### src/rtl/instr_sequencer.sv
// Instruction phase sequencer: one-hot FETCH/DECODE/EXEC/WB phases, PC, memory handshake, beq resolution.
// Optional single-step start from IDLE via the `step` port when SEQ_SINGLE_STEP_EN is defined.
module instr_sequencer #(
    parameter int              PC_W     = 32,
    parameter logic [PC_W-1:0] RESET_PC = '0,
    parameter int              PC_INC   = 4
) (
    input  logic            clk,
    input  logic            rst,
    input  logic            run,
`ifdef SEQ_SINGLE_STEP_EN
    input  logic            step,
`endif
    input  logic            mem_ack,
    input  logic [6:0]      OpI,
    input  logic            zero,
    input  logic [PC_W-1:0] branch_off,
    output logic [7:0]      S,
    output logic [PC_W-1:0] PC,
    output logic            mem_req,
    output logic            halted,
    output logic [31:0]     instret
);

    localparam logic [6:0] OP_ADD = 7'b0110011;
    localparam logic [6:0] OP_LW  = 7'b0000011;
    localparam logic [6:0] OP_SW  = 7'b0100011;
    localparam logic [6:0] OP_BEQ = 7'b1100011;

    typedef enum logic [2:0] {
        ST_IDLE,
        ST_FETCH,
        ST_DECODE,
        ST_EXEC,
        ST_WB,
        ST_HALT
    } state_t;

    state_t          state, state_nxt;
    logic [6:0]      op_q;
    logic            op_is_mem;
    logic            start;

    function automatic logic op_legal(input logic [6:0] op);
        return (op == OP_ADD) || (op == OP_LW) || (op == OP_SW) || (op == OP_BEQ);
    endfunction

    assign op_is_mem = (op_q == OP_LW) || (op_q == OP_SW);

`ifdef SEQ_SINGLE_STEP_EN
    assign start = run | step;
`else
    assign start = run;
`endif

    // NOTE: every output of this block gets a default first, so no path can leave one unassigned and infer a latch.
    always_comb begin
        state_nxt = state;
        S         = 8'h00;
        mem_req   = 1'b0;
        halted    = 1'b0;
        unique case (state)
            ST_IDLE: begin
                if (start) state_nxt = ST_FETCH;
            end
            ST_FETCH: begin
                S       = 8'h01;
                mem_req = 1'b1;
                if (mem_ack) state_nxt = ST_DECODE;
            end
            ST_DECODE: begin
                S         = 8'h02;
                state_nxt = op_legal(OpI) ? ST_EXEC : ST_HALT;
            end
            ST_EXEC: begin
                S = 8'h04;
                if (op_is_mem) begin
                    mem_req = 1'b1;
                    if (mem_ack) state_nxt = ST_WB;
                end else begin
                    state_nxt = ST_WB;
                end
            end
            ST_WB: begin
                S         = 8'h08;
                state_nxt = run ? ST_FETCH : ST_IDLE;
            end
            ST_HALT: begin
                halted = 1'b1;
            end
            default: state_nxt = ST_IDLE;
        endcase
    end

    // NOTE: sequential state uses non-blocking assignments so every register samples pre-edge values.
    always_ff @(posedge clk) begin
        if (rst) begin
            state   <= ST_IDLE;
            PC      <= RESET_PC;
            instret <= '0;
            op_q    <= '0;
        end else begin
            state <= state_nxt;
            if (state == ST_DECODE) op_q <= OpI;
            if (state == ST_WB) begin
                // Taken beq adds the signed offset; modulo-2^PC_W wrap is intended.
                if (op_q == OP_BEQ && zero) PC <= PC + branch_off;
                else                        PC <= PC + PC_W'(PC_INC);
                instret <= instret + 32'd1;
            end
        end
    end

endmodule

### config.mk
export PLATFORM = sky130hd
export DESIGN_NAME = instr_sequencer
export DESIGN_NICKNAME = d
export VERILOG_FILES = /design/src/rtl/instr_sequencer.sv
export SDC_FILE = /design/constraint.sdc
export NUM_CORES = 1
export LEC_CHECK = 0
export BUFFER_PORTS_ARGS = -buffer_cell sky130_fd_sc_hd__buf_2
export CAP_MARGIN = 5
export CORE_UTILIZATION = 50
export DETAILED_ROUTE_END_ITERATION = 8
export GPL_ROUTABILITY_DRIVEN = 0
export PLACE_DENSITY = 0.75
export SETUP_SLACK_MARGIN = 0.15
export SYNTH_ARGS = -nofsm -noshare
export SYNTH_HDL_FRONTEND = slang
export SYNTH_SLANG_ARGS = --single-unit
### constraint.sdc
create_clock -name clk -period 6 [get_ports clk]
set_clock_uncertainty 0.15 [all_clocks]
set_input_delay 0.9 -clock clk [delete_from_list [all_inputs] [get_ports clk]]
set_output_delay 0.9 -clock clk [all_outputs]
set_load 0.02 [all_outputs]
# Word-level counts from Yosys, hierarchy flattened
# Cells that the tools add are included.
# word_totals
ff_bits	74
inputBits	44
output_inout_bits	74
# classes
add_sub_neg	3
eq_ne	15
muxes	12
bitwise	1
n_reduce_logical	7
# ops
operator	n
adder 32 x 1 -> 32 bit (second input constant)	1
adder 32 x 3 -> 32 bit (second input constant)	1
adder 32 bit	1
two-way mux 32 bit	1
== test 7 x 6 -> 1 bit (second input constant)	3
one-hot mux 3 bit (6 select lines)	1
one-hot mux 4 bit (4 select lines)	1
two-way mux 3 bit	5
== test 7 x 2 -> 1 bit (second input constant)	2
== test 7 bit (second input constant)	2
== test 3 x 2 -> 1 bit (second input constant)	2
== test 3 bit (second input constant)	2
logical OR 1 bit	4
inequality test 2 bit (second input constant)	2
AND reduction 4 bit	1
== test 3 x 1 -> 1 bit (second input constant)	1
zero test 3 bit	1
two-way mux 1 bit	3
inequality test 3 bit (second input constant)	1
one-hot mux 1 bit (2 select lines)	1
logical AND 1 bit	1
NOT 1 bit	1

# Longest topological paths before layout
# logic_depth
word_depth	6
depth_mapped	14
depth_no_buf	12

# Worst setup path after synthesis
# No wires, ideal clock.
# synth_timing
kind	in2reg
from	in branch_off[0]
to	reg PC[24]
setup_ns	0.115
arrival_ns	3.244
setup_slack_ns	2.491
stages	12
path_buffers	0
path_cell_list	ha_1 inv_1 fa_1 nor2b_1 o2111ai_1 nand3_1 a31oi_1 o311ai_1 a221o_1 a21oi_1 xor2_1 a2111oi_0
# synth_via
elab_chain_cells	2
# synth_lines
item	line_no	rtl
start: declaration	17	input logic [PC_W-1:0] branch_off,
adder 32 bit	107	if (op_q == OP_BEQ && zero) PC <= PC + branch_off;
two-way mux 32 bit	107	
end signal: assignment	107	
end signal: assignment	108	else PC <= PC + PC_W'(PC_INC);
end: declaration	19	output logic [PC_W-1:0] PC,
# Every way passes these cells.
# A chain may end at the register's enable or synchronous reset.

# Worst setup path after layout
# Ends and elaborated chain as after synthesis.

==> impl_metrics.tcl <==
set metrics [dict create \
    status "finished clean" \
    vias 5355 \
    hold_path_depth 2 \
    yosysTopAreaCell "dfxtp_1" \
    syn-cell-area_um2 5200 \
    cts_root_buffer "clkbuf_8" \
    hold_path.class "register to register" \
    postCtsHoldBufs 0 \
    io_pins 118 \
    grt-ovfl-total 0 \
    ctsHtreeMaxLevel 3 \
    track_usage 0.247 \
    grt_pass1_wl_um 22500 \
    cts_made_buffers 9 \
    yosysTopAreaCellShare 0.285 \
    syn_inst 683 \
    grt_max_degree 76 \
    final_cell_mix "buf_2 (113), dfxtp_1 (74), a21oi_1 (72)" \
    cts_tree "done" \
    clk_latency_ns 0.36 \
    rrSetupSlack_ns 2.51 \
    rsz0062_at_grt "no" \
    wire_per_inst_um 14.5 \
    start_kind "primary input" \
    drive_gt1_frac 0.182 \
    tns_ns 0 \
    die_area_um2 10800 \
    worst-slew-pin-transition_ns 0.817 \
    clk_pin_slew_ns 0.09 \
    cp.required_ns 6.08 \
    fin_crit_sh 0.622 \
    portBuffers 113 \
    maxCapViolations 0 \
    reg2reg_depth 12 \
    setup_viol 0 \
    min_period_ns 3.73 \
    grt_pass1_vias 4833 \
    fmax_mhz 268 \
    coreArea_um2 9910 \
    wl_um 13300 \
    antenna_left 0 \
    crit_fanout 4 \
    synth_seq_cells 74 \
    final_common_cell "buf_2" \
    clock-sinks 74 \
    synth-seq-area-share 0.285 \
    start_util 0.525 \
    cts_setup_buffers 0 \
    areaGrowthSynthToFinish_pct 15.6 \
    antenna_found_initial 0 \
    synth_enable_flop_cells 0 \
    yosys_warnings 0 \
    n_antenna_cell 0 \
    leakage_nw 2.59 \
    dr.pass1.iters 5 \
    syn_area_per_cell_um2 7.61 \
    ys.flop_type "dfxtp_1" \
    slew_violations 0 \
    pwr_density_cell_nw_per_um2 170 \
    worst-setup-path-type "primary input to register" \
    arrival_ns 3.81 \
    post-route-drc-count 0 \
    async_reset_ff_frac 0 \
    final_nets 857 \
    synthTopCellsByArea "dfxtp_1 (28%), ha_1 (7.9%), a21oi_1 (6.9%), nand2_1 (5.1%), nor2_1 (5.0%)" \
    relSlewSlack 0.456 \
    ir_drop_mv 0.137 \
    hpwl_um 9570 \
    drt-initial-drc-count 297 \
    yosysUniqueCellTypes 64 \
    whs_ns 0.346 \
    cts_max_path_buffers 2 \
    die_h_um 104 \
    vias_per_cell 5.84 \
    num_rows 36 \
    cts_resized 0 \
    die_w_um 104 \
    timing.final.hold_violations 0 \
    worst_setup_path_end_kind "register" \
]
## cell type report
type | instances | area (µm²)
Timing Repair Buffer | 117 | 596
Multi-Input combinational cell | 556 | 3470
Clock inverter | 7 | 86.3
Tap cell | 133 | 166
Sequential cell | 74 | 1480
Inverter | 21 | 86.3
Clock buffer | 9 | 124
Fill cell | 959 | 3900
## Yosys cell counts, types with 2 or more instances
| master | n |
|---|---|
| dfxtp_1 | 74 |
| a21oi_1 | 72 |
| nand2_1 | 70 |
| nor2_1 | 69 |
| o21ai_0 | 50 |
| ha_1 | 33 |
| xor2_1 | 26 |
| clkbuf_1 | 25 |
| nand3_1 | 24 |
| xnor2_1 | 23 |
| nor3_1 | 20 |
| inv_1 | 19 |
| a21o_1 | 16 |
| nand4_1 | 15 |
| and3_1 | 14 |
| or3_1 | 14 |
| mux2i_1 | 11 |
| a211oi_1 | 9 |
| a31oi_1 | 9 |
| nand2b_1 | 6 |
| a2111oi_0 | 5 |
| a22oi_1 | 4 |
| buf_4 | 4 |
| buf_6 | 4 |
| nor2b_1 | 4 |
| o22ai_1 | 4 |
| a311oi_1 | 3 |
| and2_1 | 3 |
| nor4_1 | 3 |
| o211ai_1 | 3 |
| o221ai_1 | 3 |
| o31ai_1 | 3 |
| a21boi_0 | 2 |
| a221o_1 | 2 |
| a221oi_1 | 2 |
| a31o_2 | 2 |
| and4_1 | 2 |
| buf_1 | 2 |
| nor3b_1 | 2 |
| o21a_1 | 2 |
| or4_1 | 2 |
## stage by stage
step	util	setup WS, ns	cells	power [W]	cell area, µm²
floorplan	-	2.49	686	0.000584	5210
global placement	0.585	2.07	901	0.000612	5800
detailed placement	0.585	1.96	901	0.000614	5800
CTS	0.606	2.33	917	0.00103	6010
global route	0.606	1.96	917	0.00106	6010
finish	0.606	2.27	917	0.00102	6010
## per-layer routing
metal / up-vias / track usage / wire length [µm]
met5: - / 0 / 0
met4: 0 / 0.0888 / 205
met3: 17 / 0.0313 / 812
met2: 194 / 0.402 / 6150
met1: 2476 / 0.335 / 6130
li1: 2668 / - / -
## power by group
group	switching (W)	total [W]	internal, W
registers	0.00000706	0.000502	0.000495
clock network	0.000218	0.000419	0.000201
logic	0.0000598	0.000101	0.0000416
total	0.000285	0.00102	0.000737
## state kept, by name, summed over array words and instances, names as in the netlist
signal   count
instret     32
state        3
PC          32
op_q         7
## logic make-up after synthesis
| family | after synthesis | synth area share |
|---|---|---|
| AOI/OAI and AO/OA | 201 | 0.236 |
| xor gates and xnor gates | 49 | 0.0825 |
| adders and majority gates | 35 | 0.0852 |
| buffers and inverters | 56 | 0.0505 |
| DFF | 74 | 0.285 |
| muxes | 11 | 0.0212 |
| other | 1 | 0.000721 |
| and+or+nand+nor | 256 | 0.239 |
## critical path, cell delays in order
cell,delay [ns]
buf_2,0.08
ha_1,0.15
inv_1,0.05
fa_1,0.39
nor2b_1,0.18
o2111ai_1,0.15
nand3_1,0.18
a31oi_1,0.20
o311ai_1,0.66
a221o_1,0.25
a21oi_1,0.08
xor2_1,0.15
a2111oi_0,0.39
## path summary, 6_finish.rpt
check | from | to
worst max-delay path | branch_off[0] | PC[24]
worst min-delay path | instret[31] | instret[31]
worst max register to register | PC[0] | PC[24]
worst min register to register | instret[31] | instret[31]
Note: power is estimated with default switching activity, not from simulation.
